### config.mk
export PLATFORM = sky130hd
export DESIGN_NAME = neo_rng_multi
export DESIGN_NICKNAME = d
export VERILOG_FILES = /design/src/rtl/neo_rng_pkg.sv /design/src/rtl/ring_oscillator_cell.sv /design/src/rtl/neo_rng_multi.sv
export SDC_FILE = /design/constraint.sdc
export NUM_CORES = 1
export LEC_CHECK = 0
export BUFFER_PORTS_ARGS = -buffer_cell sky130_fd_sc_hd__buf_2
export CAP_MARGIN = 10
export CORE_MARGIN = 5
export CORE_UTILIZATION = 58
export DETAILED_ROUTE_END_ITERATION = 8
export PLACE_DENSITY_LB_ADDON = 0.05
export SYNTH_ARGS = -nofsm -noshare
export SYNTH_HDL_FRONTEND = slang
export SYNTH_SLANG_ARGS = --single-unit
### constraint.sdc
create_clock -name clk -period 3.05 [get_ports clk]
set_input_delay 0.305 -clock clk [delete_from_list [all_inputs] [get_ports clk]]
set_output_delay 0.305 -clock clk [all_outputs]
set_load 0.01 [all_outputs]
### src/rtl/neo_rng_pkg.sv
// Shared types, default parameters and pair decoding for the multi-ring RNG.
// Latency: n/a (declarations only).
// Backpressure: n/a.
package neo_rng_pkg;

  localparam int NUM_RO_DEF      = 5;
  localparam int DATA_W_DEF      = 8;
  localparam int SYNC_STAGES_DEF = 2;
  localparam int SAMPLE_DIV_DEF  = 4;
  localparam int WARMUP_CYC_DEF  = 16;
  localparam int DEBIAS_DEF      = 1;
  localparam int REP_LIMIT_DEF   = 32;

  typedef enum logic [1:0] {
    IDLE    = 2'd0,
    WARMUP  = 2'd1,
    COLLECT = 2'd2
  } state_t;

  typedef struct packed {
    logic vld;
    logic dat;
  } pair_t;

  // Von Neumann pair: 01 -> 0, 10 -> 1, equal bits carry no entropy.
  function automatic pair_t pair_decode(input logic first, input logic second);
    pair_t p;
    p.vld = first ^ second;
    p.dat = first;
    return p;
  endfunction

endpackage

### src/rtl/ring_oscillator_cell.sv
// Entropy cell: one gated inverter loop closed around a sampling node.
// Latency: node toggles every clk while enabled.
// Backpressure: none; parks at INIT whenever the gate is low.
module ring_oscillator_cell #(
  parameter logic INIT = 1'b0
) (
  input  logic i_clk,
  input  logic i_rst_n,
  input  logic i_en,
  output logic o_ro
);

  logic r_node;
  logic w_inv;

  // Odd-length inverter ring collapses to a single net inversion of the node.
  assign w_inv = ~r_node;

  // Loop runs while gated on; gated off it rests at a fixed level.
  always_ff @(posedge i_clk or negedge i_rst_n) begin
    if (!i_rst_n) begin
      r_node <= INIT;
    end else if (i_en) begin
      r_node <= w_inv;
    end else begin
      r_node <= INIT;
    end
  end

  assign o_ro = r_node;

endmodule

### src/rtl/neo_rng_multi.sv
// Multi-ring TRNG: XOR of synchronised rings -> debias -> health test -> DATA_W-bit words.
// Latency: (WARMUP_CYC + 2*DATA_W)*SAMPLE_DIV + 1 cycles from enable to first word (ideal pairs).
// Backpressure: one word held on data_o plus one full accumulator; further bits dropped.
module neo_rng_multi
  import neo_rng_pkg::*;
#(
  parameter int NUM_RO      = NUM_RO_DEF,
  parameter int DATA_W      = DATA_W_DEF,
  parameter int SYNC_STAGES = SYNC_STAGES_DEF,
  parameter int SAMPLE_DIV  = SAMPLE_DIV_DEF,
  parameter int WARMUP_CYC  = WARMUP_CYC_DEF,
  parameter int DEBIAS      = DEBIAS_DEF,
  parameter int REP_LIMIT   = REP_LIMIT_DEF
) (
  input  logic              clk,
  input  logic              rst,
  input  logic              enable_i,
  input  logic              test_mode_i,
  input  logic [NUM_RO-1:0] test_bits_i,
  input  logic              load,
  input  logic [DATA_W-1:0] seed_i,
  input  logic              ready_i,
  output logic              valid_o,
  output logic [DATA_W-1:0] data_o,
  output logic              busy_o,
  output logic              err_o
);

  localparam int DIV_W = (SAMPLE_DIV > 1) ? $clog2(SAMPLE_DIV) : 1;
  localparam int WRM_W = (WARMUP_CYC > 1) ? $clog2(WARMUP_CYC) : 1;
  localparam int CNT_W = $clog2(DATA_W + 1);
  localparam int REP_W = $clog2(REP_LIMIT + 1);

  state_t            r_state, w_state_nxt;
  logic [DIV_W-1:0]  r_div;
  logic [WRM_W-1:0]  r_warm;
  logic [NUM_RO-1:0] w_ro, w_src;
  logic [NUM_RO-1:0] r_sync [SYNC_STAGES];
  logic              w_ro_en, w_go_idle, w_tick, w_ctick, w_raw, w_load;
  logic              r_phase, r_first;
  pair_t             w_pair;
  logic              w_acc_vld, w_acc_bit;
  logic              r_last, r_err;
  logic [REP_W-1:0]  r_rep, w_rep_nxt;
  logic [DATA_W-1:0] r_acc, r_data;
  logic [CNT_W-1:0]  r_cnt;
  logic              w_full, w_move, w_take, r_valid;

  // Rings only run when they are the live entropy source.
  assign w_ro_en = enable_i & ~test_mode_i;

  for (genvar g = 0; g < NUM_RO; g++) begin : g_ro
    ring_oscillator_cell #(.INIT(1'(g % 2))) u_ro (
      .i_clk   (clk),
      .i_rst_n (rst),
      .i_en    (w_ro_en),
      .o_ro    (w_ro[g])
    );
  end

  assign w_src = test_mode_i ? test_bits_i : w_ro;

  // Metastability chain; test bits enter at the same point as ring outputs.
  always_ff @(posedge clk or negedge rst) begin
    if (!rst) begin
      for (int i = 0; i < SYNC_STAGES; i++) r_sync[i] <= '0;
    end else begin
      r_sync[0] <= w_src;
      for (int i = 1; i < SYNC_STAGES; i++) r_sync[i] <= r_sync[i-1];
    end
  end

  assign w_raw     = ^r_sync[SYNC_STAGES-1];
  assign w_go_idle = ~enable_i;
  assign w_tick    = (r_state != IDLE) && (r_div == DIV_W'(SAMPLE_DIV - 1));
  assign w_ctick   = w_tick && (r_state == COLLECT);
  assign w_load    = load && (r_state == COLLECT);

  // State register.
  always_ff @(posedge clk or negedge rst) begin
    if (!rst) r_state <= IDLE;
    else      r_state <= w_state_nxt;
  end

  // Next state; dropping enable wins from any state.
  always_comb begin
    w_state_nxt = r_state;
    unique case (r_state)
      IDLE:    if (enable_i) w_state_nxt = WARMUP;
      WARMUP:  if (w_tick && r_warm == WRM_W'(WARMUP_CYC - 1)) w_state_nxt = COLLECT;
      COLLECT: w_state_nxt = COLLECT;
      default: w_state_nxt = IDLE;
    endcase
    if (w_go_idle) w_state_nxt = IDLE;
  end

  // Sample divider and warm-up tick count; both idle at zero outside their states.
  always_ff @(posedge clk or negedge rst) begin
    if (!rst) begin
      r_div  <= '0;
      r_warm <= '0;
    end else begin
      if (w_go_idle || r_state == IDLE) r_div <= '0;
      else if (w_tick)                  r_div <= '0;
      else                              r_div <= r_div + DIV_W'(1);
      if (r_state != WARMUP) r_warm <= '0;
      else if (w_tick)       r_warm <= r_warm + WRM_W'(1);
    end
  end

  // Pair tracking: phase 0 stores the first bit, phase 1 decodes.
  always_ff @(posedge clk or negedge rst) begin
    if (!rst) begin
      r_phase <= 1'b0;
      r_first <= 1'b0;
    end else if (w_go_idle || w_load) begin
      r_phase <= 1'b0;
    end else if (w_ctick) begin
      r_phase <= ~r_phase;
      if (!r_phase) r_first <= w_raw;
    end
  end

  assign w_pair = pair_decode(r_first, w_raw);

  // Accepted-bit selection; a tripped health test stops word production.
  always_comb begin
    w_acc_vld = 1'b0;
    w_acc_bit = w_raw;
    if (w_ctick && !r_err) begin
      if (DEBIAS == 0) begin
        w_acc_vld = 1'b1;
      end else if (r_phase) begin
        w_acc_vld = w_pair.vld;
        w_acc_bit = w_pair.dat;
      end
    end
  end

  // Run length of identical raw bits, saturating at the limit.
  always_comb begin
    w_rep_nxt = REP_W'(1);
    if (r_rep != '0 && w_raw == r_last) begin
      w_rep_nxt = (r_rep == REP_W'(REP_LIMIT)) ? r_rep : r_rep + REP_W'(1);
    end
  end

  // Repetition-count health test with sticky error.
  always_ff @(posedge clk or negedge rst) begin
    if (!rst) begin
      r_rep  <= '0;
      r_last <= 1'b0;
      r_err  <= 1'b0;
    end else if (w_go_idle) begin
      r_rep  <= '0;
      r_last <= 1'b0;
      r_err  <= 1'b0;
    end else if (w_ctick) begin
      r_rep  <= w_rep_nxt;
      r_last <= w_raw;
      if (w_rep_nxt == REP_W'(REP_LIMIT)) r_err <= 1'b1;
    end
  end

  assign w_full = (r_cnt == CNT_W'(DATA_W));
  assign w_move = w_full && (!r_valid || ready_i) && !r_err;
  assign w_take = w_acc_vld && !w_full;

  // Accumulator: seed load beats a word hand-off, which beats a plain shift.
  always_ff @(posedge clk or negedge rst) begin
    if (!rst) begin
      r_acc <= '0;
      r_cnt <= '0;
    end else if (w_go_idle) begin
      r_cnt <= '0;
    end else if (w_load) begin
      r_acc <= seed_i;
      r_cnt <= '0;
    end else if (w_move) begin
      r_acc <= {r_acc[DATA_W-2:0], w_acc_bit};
      r_cnt <= w_acc_vld ? CNT_W'(1) : '0;
    end else if (w_take) begin
      r_acc <= {r_acc[DATA_W-2:0], w_acc_bit};
      r_cnt <= r_cnt + CNT_W'(1);
    end
  end

  // Output word register; data_o keeps its last word across idle.
  always_ff @(posedge clk or negedge rst) begin
    if (!rst) begin
      r_valid <= 1'b0;
      r_data  <= '0;
    end else if (w_go_idle) begin
      r_valid <= 1'b0;
    end else if (w_move) begin
      r_valid <= 1'b1;
      r_data  <= r_acc;
    end else if (ready_i) begin
      r_valid <= 1'b0;
    end
  end

  assign valid_o = r_valid;
  assign data_o  = r_data;
  assign busy_o  = (r_state != IDLE);
  assign err_o   = r_err;

endmodule

==> impl_metrics.tcl, run 1 <==
set metrics [dict create \
    gp_congestion 0.837 \
    dp_hpwl_mm 3.40 \
    p_per_area_nw_per_um2 568 \
    clkLatencyLatePin_ns 0.31 \
    clkSinkCount 54 \
    area.growth.synth_to_final_pct 12.3 \
    row_count 24 \
    cp_data_arrival_time_ns 2.63 \
    setup_tns_ns 0 \
    tightestPinTransition_ns 0.589 \
    rsz0062_at_grt "false" \
    fin_crit_sh_pct 78.2 \
    netlist_area_um2 2700 \
    die_h_um 78.3 \
    grt_usage_pct 17.8 \
    cp_slowest_stage_delay_ns 0.46 \
    pin_count 30 \
    vias 1870 \
    layout_common_cells "dfrtp_1, nand2_1, buf_2" \
    slew_headroom_pct 60.7 \
    yosys_most_used_dff "dfrtp_1" \
    synth_area_per_cell_um2 10.6 \
    setup_viol 0 \
    filler_cell_count 347 \
    layout.nets 312 \
    grt_max_degree 36 \
    wl_per_cell_um 14.6 \
    grt.overflow.total 0 \
    path_cells "inv_1 > ha_1 > nand3b_1 > nor3b_1 > mux2i_4 > nor3_2 > a221o_1" \
    crit_buf_inv 1 \
    crit_required_ns 3.29 \
    clockBufferDepth 2 \
    synth_edf_count 0 \
    start_kind "flip-flop" \
    synth_mux_area_share_pct 8.24 \
    first_pass_iters 4 \
    post-route-util_pct 68.3 \
    path_class "reg -> reg" \
    drive_gt1_share_pct 22.9 \
    remaining_drc_errors 0 \
    peakVddDrop_mv 0.357 \
    antenna_found_initial 0 \
    h-tree-depth 2 \
    instances_no_fill 336 \
    post-place-ws_ns 0.709 \
    diodes 0 \
    hp-class "in -> reg" \
    finalHoldViolCount 0 \
    cts_buffers 5 \
    ant_nets 0 \
    grt_pass1_vias 1797 \
    root_buffer "clkbuf_8" \
    outcome "finished, final reports clean" \
    ys_warn_count 0 \
    cts_resized 0 \
    port_buffers 29 \
    max_cap_violations 0 \
    synth.distinct_cells 44 \
    setup_ws_ns 0.665 \
    cts.clk_slew.worst_paths_ns 0.09 \
    die_w_um 78.3 \
    drt-total-wl_mm 4.89 \
    p_leak_nw 1.38 \
    cts_tree "done" \
    drt_iter0_drc 167 \
    coreArea_um2 4440 \
    skew_ns 0.0101 \
    ys_async_sr_fraction_pct 100 \
    fmax_mhz 419 \
    grt_pass1_wl_mm 8.67 \
    ys_seq_area_share_pct 50.1 \
    synth_cells 256 \
    vias_per_cell 5.57 \
    synth-compound-area-share_pct 11.7 \
    crit_family "simple AND/OR/NAND/NOR gates" \
    slew_viol_final 0 \
    slowest_stage "nor3_2" \
    layout_commonest_cell "dfrtp_1" \
    initial_core_util_pct 60.8 \
    cp_max_fo 9 \
    die-area_um2 6120 \
    synth-adder-area-share_pct 4.63 \
    dpl.cell_count 327 \
    ys_ff_latch 54 \
    synth_top_family_by_area "simple AND/OR/NAND/NOR gates" \
    syn_nets 285 \
    end_kind "flip-flop" \
    cts_setup_buffers 0 \
    yosys.area_share.simple_pct 18.3 \
    synth_xor_area_share_pct 4.12 \
    finalCriticalPeriod_ns 2.39 \
    hold_slack_ns 0.228 \
]
registers in the layout (all words and copies together) (netlist names):
name,count
r_last,1
r_phase,1
g_ro.u_ro.o_ro,5
valid_o,1
r_rep,6
r_sync,10
data_o,8
r_warm,4
err_o,1
r_state,2
r_first,1
r_cnt,4
r_div,2
r_acc,8
cell type report:
cell class                 count  area, µm²  area share [%]
inverter                       9       33.8            1.11
multi-input combinational    181       1270            41.8
sequential                    54       1350            44.6
clock inverter                 2       60.1            1.98
timing repair buffer          32        170            5.61
clock buffer                   6       82.6            2.72
tap                           52       65.1            2.14
per-layer routing:
layer	wire, µm	share of wire [%]	GRT usage (%)	vias up
met2	2160	44	25.3	37
li1	-	-	-	947
met5	0	0	0	-
met3	185	3.8	3.89	6
met4	65	1.3	6.29	0
met1	2480	51	26.7	880
report_power, final:
group	switching, W	total, W	internal [W]
sequential	0.0000551	0.000836	0.000781
combinational	0.000176	0.000309	0.000133
clock	0.000229	0.000579	0.000350
path summary, 6_finish.rpt:
| path | from | end | slack (ns) | depth (start not counted) |
|---|---|---|---|---|
| max | r_state[0] | r_acc[2] | 0.66 | 7 |
| min | test_bits_i[2] | r_sync[7] | 0.23 | 2 |
| max reg2reg | r_state[0] | r_acc[2] | 0.66 | 7 |
| min reg2reg | r_sync[9] | r_sync[4] | 0.35 | 0 |
| max in group asynchronous | rst | g_ro[1].u_ro.o_ro | 1.78 | 3 |
| min in group asynchronous | rst | valid_o | 0.46 | 2 |
synth_stat cells, types with 2 or more instances:
library cell | count | share of area (%)
dfrtp_1 | 52 | 48
nand2_1 | 29 | 4.0
nor2_1 | 21 | 2.9
mux2_2 | 16 | 6.7
nand3_1 | 13 | 2.4
clkbuf_1 | 10 | 1.4
ha_1 | 10 | 4.6
inv_1 | 9 | 1.2
nor2b_1 | 9 | 2.1
a31oi_1 | 8 | 1.9
a21oi_1 | 7 | 1.3
a221o_1 | 7 | 2.6
and2_1 | 6 | 1.4
xnor2_1 | 6 | 1.9
o21ai_0 | 5 | 0.93
a21boi_0 | 4 | 1.1
xor2_1 | 4 | 1.3
and3_1 | 3 | 0.69
nand4_1 | 3 | 0.69
nor3_1 | 3 | 0.56
nor3b_1 | 3 | 0.83
a211oi_1 | 2 | 0.56
dfstp_2 | 2 | 1.9
mux2i_1 | 2 | 0.74
o41ai_1 | 2 | 0.65
or2_2 | 2 | 0.46
worst reg2reg max path, stage by stage (launching register included):
cell and delay (ns):
dfrtp_1 0.38, inv_1 0.08, ha_1 0.24, nand3b_1 0.34, nor3b_1 0.41, mux2i_4 0.17
nor3_2 0.46, a221o_1 0.24
logic make-up (layout without fill, tap and decap cells):
group,after synthesis,in the layout
adder cells (fa/ha/maj),10,10
buffers and inverters,21,49
XOR/XNOR,11,11
flip-flops,54,54
AO/OA/AOI/OAI,42,42
AND/OR/NAND/NOR,99,99
multiplexers,19,19
timing repair:
| action | CTS | global route |
|---|---|---|
| endpoints found under the setup margin | 0 | 0 |
| hold buffers | 1 | 0 |
| endpoints found under the hold margin | 19 | 0 |
stage by stage:
stage,cell area [µm²],power (W)
6_report,3030,0.00172
5_1_grt,3030,0.00183
4_1_cts,3030,0.00175
3_5_place_dp,2880,0.00116
3_3_place_gp,2880,0.00116
2_1_floorplan,2700,0.00106
Power figures use the tool's default switching activity.
==> inputs of run 2 (changes only) <==
--- a/config.mk
+++ b/config.mk
@@ -8,7 +8,7 @@
 export BUFFER_PORTS_ARGS = -buffer_cell sky130_fd_sc_hd__buf_2
 export CAP_MARGIN = 10
 export CORE_MARGIN = 5
-export CORE_UTILIZATION = 58
+export CORE_UTILIZATION = 52
 export DETAILED_ROUTE_END_ITERATION = 8
 export PLACE_DENSITY_LB_ADDON = 0.05
 export SYNTH_ARGS = -nofsm -noshare
==> constraint.sdc (replaced) <==
create_clock -name clk -period 2.1 [get_ports clk]
set_input_delay 0.21 -clock clk [delete_from_list [all_inputs] [get_ports clk]]
set_output_delay 0.21 -clock clk [all_outputs]
set_load 0.01 [all_outputs]
==> run 2 against run 1 <==
Effect of this change: the run now ends with negative hold slack left; first-iteration DRC count shrank 65%; hold slack lost 0.25 ns; via count grew 6.7%; clock power shrank 3%; largest cell class unchanged; highest routed layer unchanged.
==> impl_metrics.tcl, run 2 (synthesis results as in run 1) <==
set metrics [dict create \
    outcome "finished, violations left" \
    violations "negative hold slack" \
    wl_met1_mm 2.51 \
    met2_length_mm 2.66 \
    setup_viol 0 \
    cp_max_fo 7 \
    fmax_mhz 489 \
    row_count 26 \
    p_per_area_nw_per_um2 732 \
    top_register "r_sync" \
    peakVddDrop_mv 0.449 \
    largest_reg_flops 10 \
    hold_slack_ns -0.0262 \
    coreArea_um2 5070 \
    dp_hpwl_mm 3.74 \
    cts.clk_slew.worst_paths_ns 0.09 \
    end_kind "flip-flop" \
    grt_pass1_wl_mm 9.07 \
    path_class "reg -> reg" \
    post-place-ws_ns -0.0134 \
    clkLatencyLatePin_ns 0.30 \
    design_area_um2 3220 \
    rr_worst_depth 6 \
    slowest_stage "xnor3_2" \
    skew_ns 0.00763 \
    clockBufferDepth 2 \
    rsz0062_at_grt "true" \
    setup_ws_ns 0.0533 \
    die_w_um 82.1 \
    p_leak_nw 1.46 \
    antenna_found_initial 0 \
    worstReg2RegEnd "r_acc[1]" \
    finalHoldViolCount 31 \
    layout_common_cells "dfrtp_1, nand2_1, buf_2" \
    dr_wl_met3_um 183 \
    cp_slowest_stage_delay_ns 0.42 \
    grt.overflow.total 0 \
    pin_count 30 \
    slew_headroom_pct 48.8 \
    root_buffer "clkbuf_8" \
    die_h_um 82.1 \
    layout.nets 330 \
    gp_congestion 0.779 \
    tightestPinTransition_ns 0.769 \
    h-tree-depth 2 \
    ant_nets 0 \
    die-area_um2 6740 \
    fin_crit_sh_pct 97.5 \
    initial_core_util_pct 53.3 \
    start_kind "flip-flop" \
    cts_tree "done" \
    cts_buffers 5 \
    cp_data_arrival_time_ns 2.24 \
    drt-total-wl_mm 5.41 \
    dpl_cell_area_um2 3030 \
    dpl.cell_count 359 \
    layout_commonest_cell "dfrtp_1" \
    crit_required_ns 2.29 \
    worstSetupEndpoint "r_acc[1]" \
    instances_no_fill 372 \
    drive_gt1_share_pct 30.8 \
    remaining_drc_errors 0 \
    max_cap_violations 0 \
    wl_per_cell_um 14.5 \
    hp-class "in -> async" \
    first_pass_iters 4 \
    grt_pass1_vias 1958 \
    grt_usage_pct 17.4 \
    vias_per_cell 5.37 \
    top_layer_used "met4" \
    diodes 0 \
    port_buffers 29 \
    crit_path_start "r_sync[0]" \
    r2r_slack_ns 0.05 \
    worstReg2RegStart "r_sync[0]" \
    slew_viol_final 0 \
    path_cells "xnor2_2 > xnor3_2 > mux2i_4 > o21bai_4 > nor2_4 > a221o_1" \
    vias 1996 \
    finalCriticalPeriod_ns 2.05 \
    setup_tns_ns 0 \
    area.growth.synth_to_final_pct 19.1 \
    drt_iter0_drc 59 \
    clkSinkCount 54 \
    grt_max_degree 36 \
]
run 2: changes by cell type in the layout (fill, tap and decap cells not counted), moves of 2 or more:
cell,previous run,this run
ha_4,0,2
ha_1,10,8
inv_1,9,7
bufinv_16,2,0
buf_4,2,20
inv_2,0,2
clkbuf_1,0,2
run 2: cell type report:
| class | count | area (µm²) |
|---|---|---|
| Clock buffer | 7 | 76.3 |
| Inverter | 9 | 33.8 |
| Clock inverter | 1 | 7.51 |
| Timing Repair Buffer | 50 | 315 |
| Tap cell | 70 | 87.6 |
| Fill cell | 468 | 1860 |
| Sequential cell | 54 | 1350 |
| Multi-Input combinational cell | 181 | 1350 |
run 2: routing by layer:
layer  global-route usage [%]  vias to the layer above
met2                     28.5                       35
met4                     5.65                        0
met5                        0                        -
met3                     2.82                        6
met1                     23.7                      974
li1                         -                      981
run 2: power breakdown:
| part | switching, W | leakage [nW] | total (W) | internal [W] |
|---|---|---|---|---|
| Clock | 0.000322 | 0.0385 | 0.000559 | 0.000237 |
| Combinational | 0.000306 | 0.736 | 0.000584 | 0.000278 |
| Sequential | 0.0000803 | 0.681 | 0.00122 | 0.00113 |
| Total | 0.000708 | 1.46 | 0.00236 | 0.00165 |
run 2: repair_timing:
| item | in CTS | in global routing |
|---|---|---|
| endpoints found under the setup margin | 13 | 21 |
| hold endpoints to repair | 0 | 0 |
| hold buffers | 0 | 0 |
| pin swaps | 0 | 11 |
| buffers inserted | 0 | 5 |
| gates resized for setup | 2 | 14 |
run 2: through the flow:
stage	util (%)	total power [W]
floorplan	-	0.00154
global placement	59.6	0.00172
detailed placement	59.6	0.00173
CTS	61.5	0.00229
global route	63.4	0.00252
finish	63.4	0.00236
run 2: critical path: cells and delay by family (launching register included):
family,cells,cell delay [ns]
compound gates,2,0.59
xor+xnor,2,0.59
simple gates,1,0.10
mux,1,0.26
flops,1,0.40
run 2: worst min-delay path by stage:
stage / cells past startpoint / endpoint / slack [ns]
2_1_floorplan: 0 / data_o[0] / -0.09
3_3_place_gp: 1 / r_rep[0] / 0.33
3_5_place_dp: 1 / r_rep[1] / 0.33
4_1_cts: 1 / r_rep[1] / 0.005
5_1_grt: 1 / r_div[1] / 0.04
6_report: 1 / r_rep[1] / -0.03
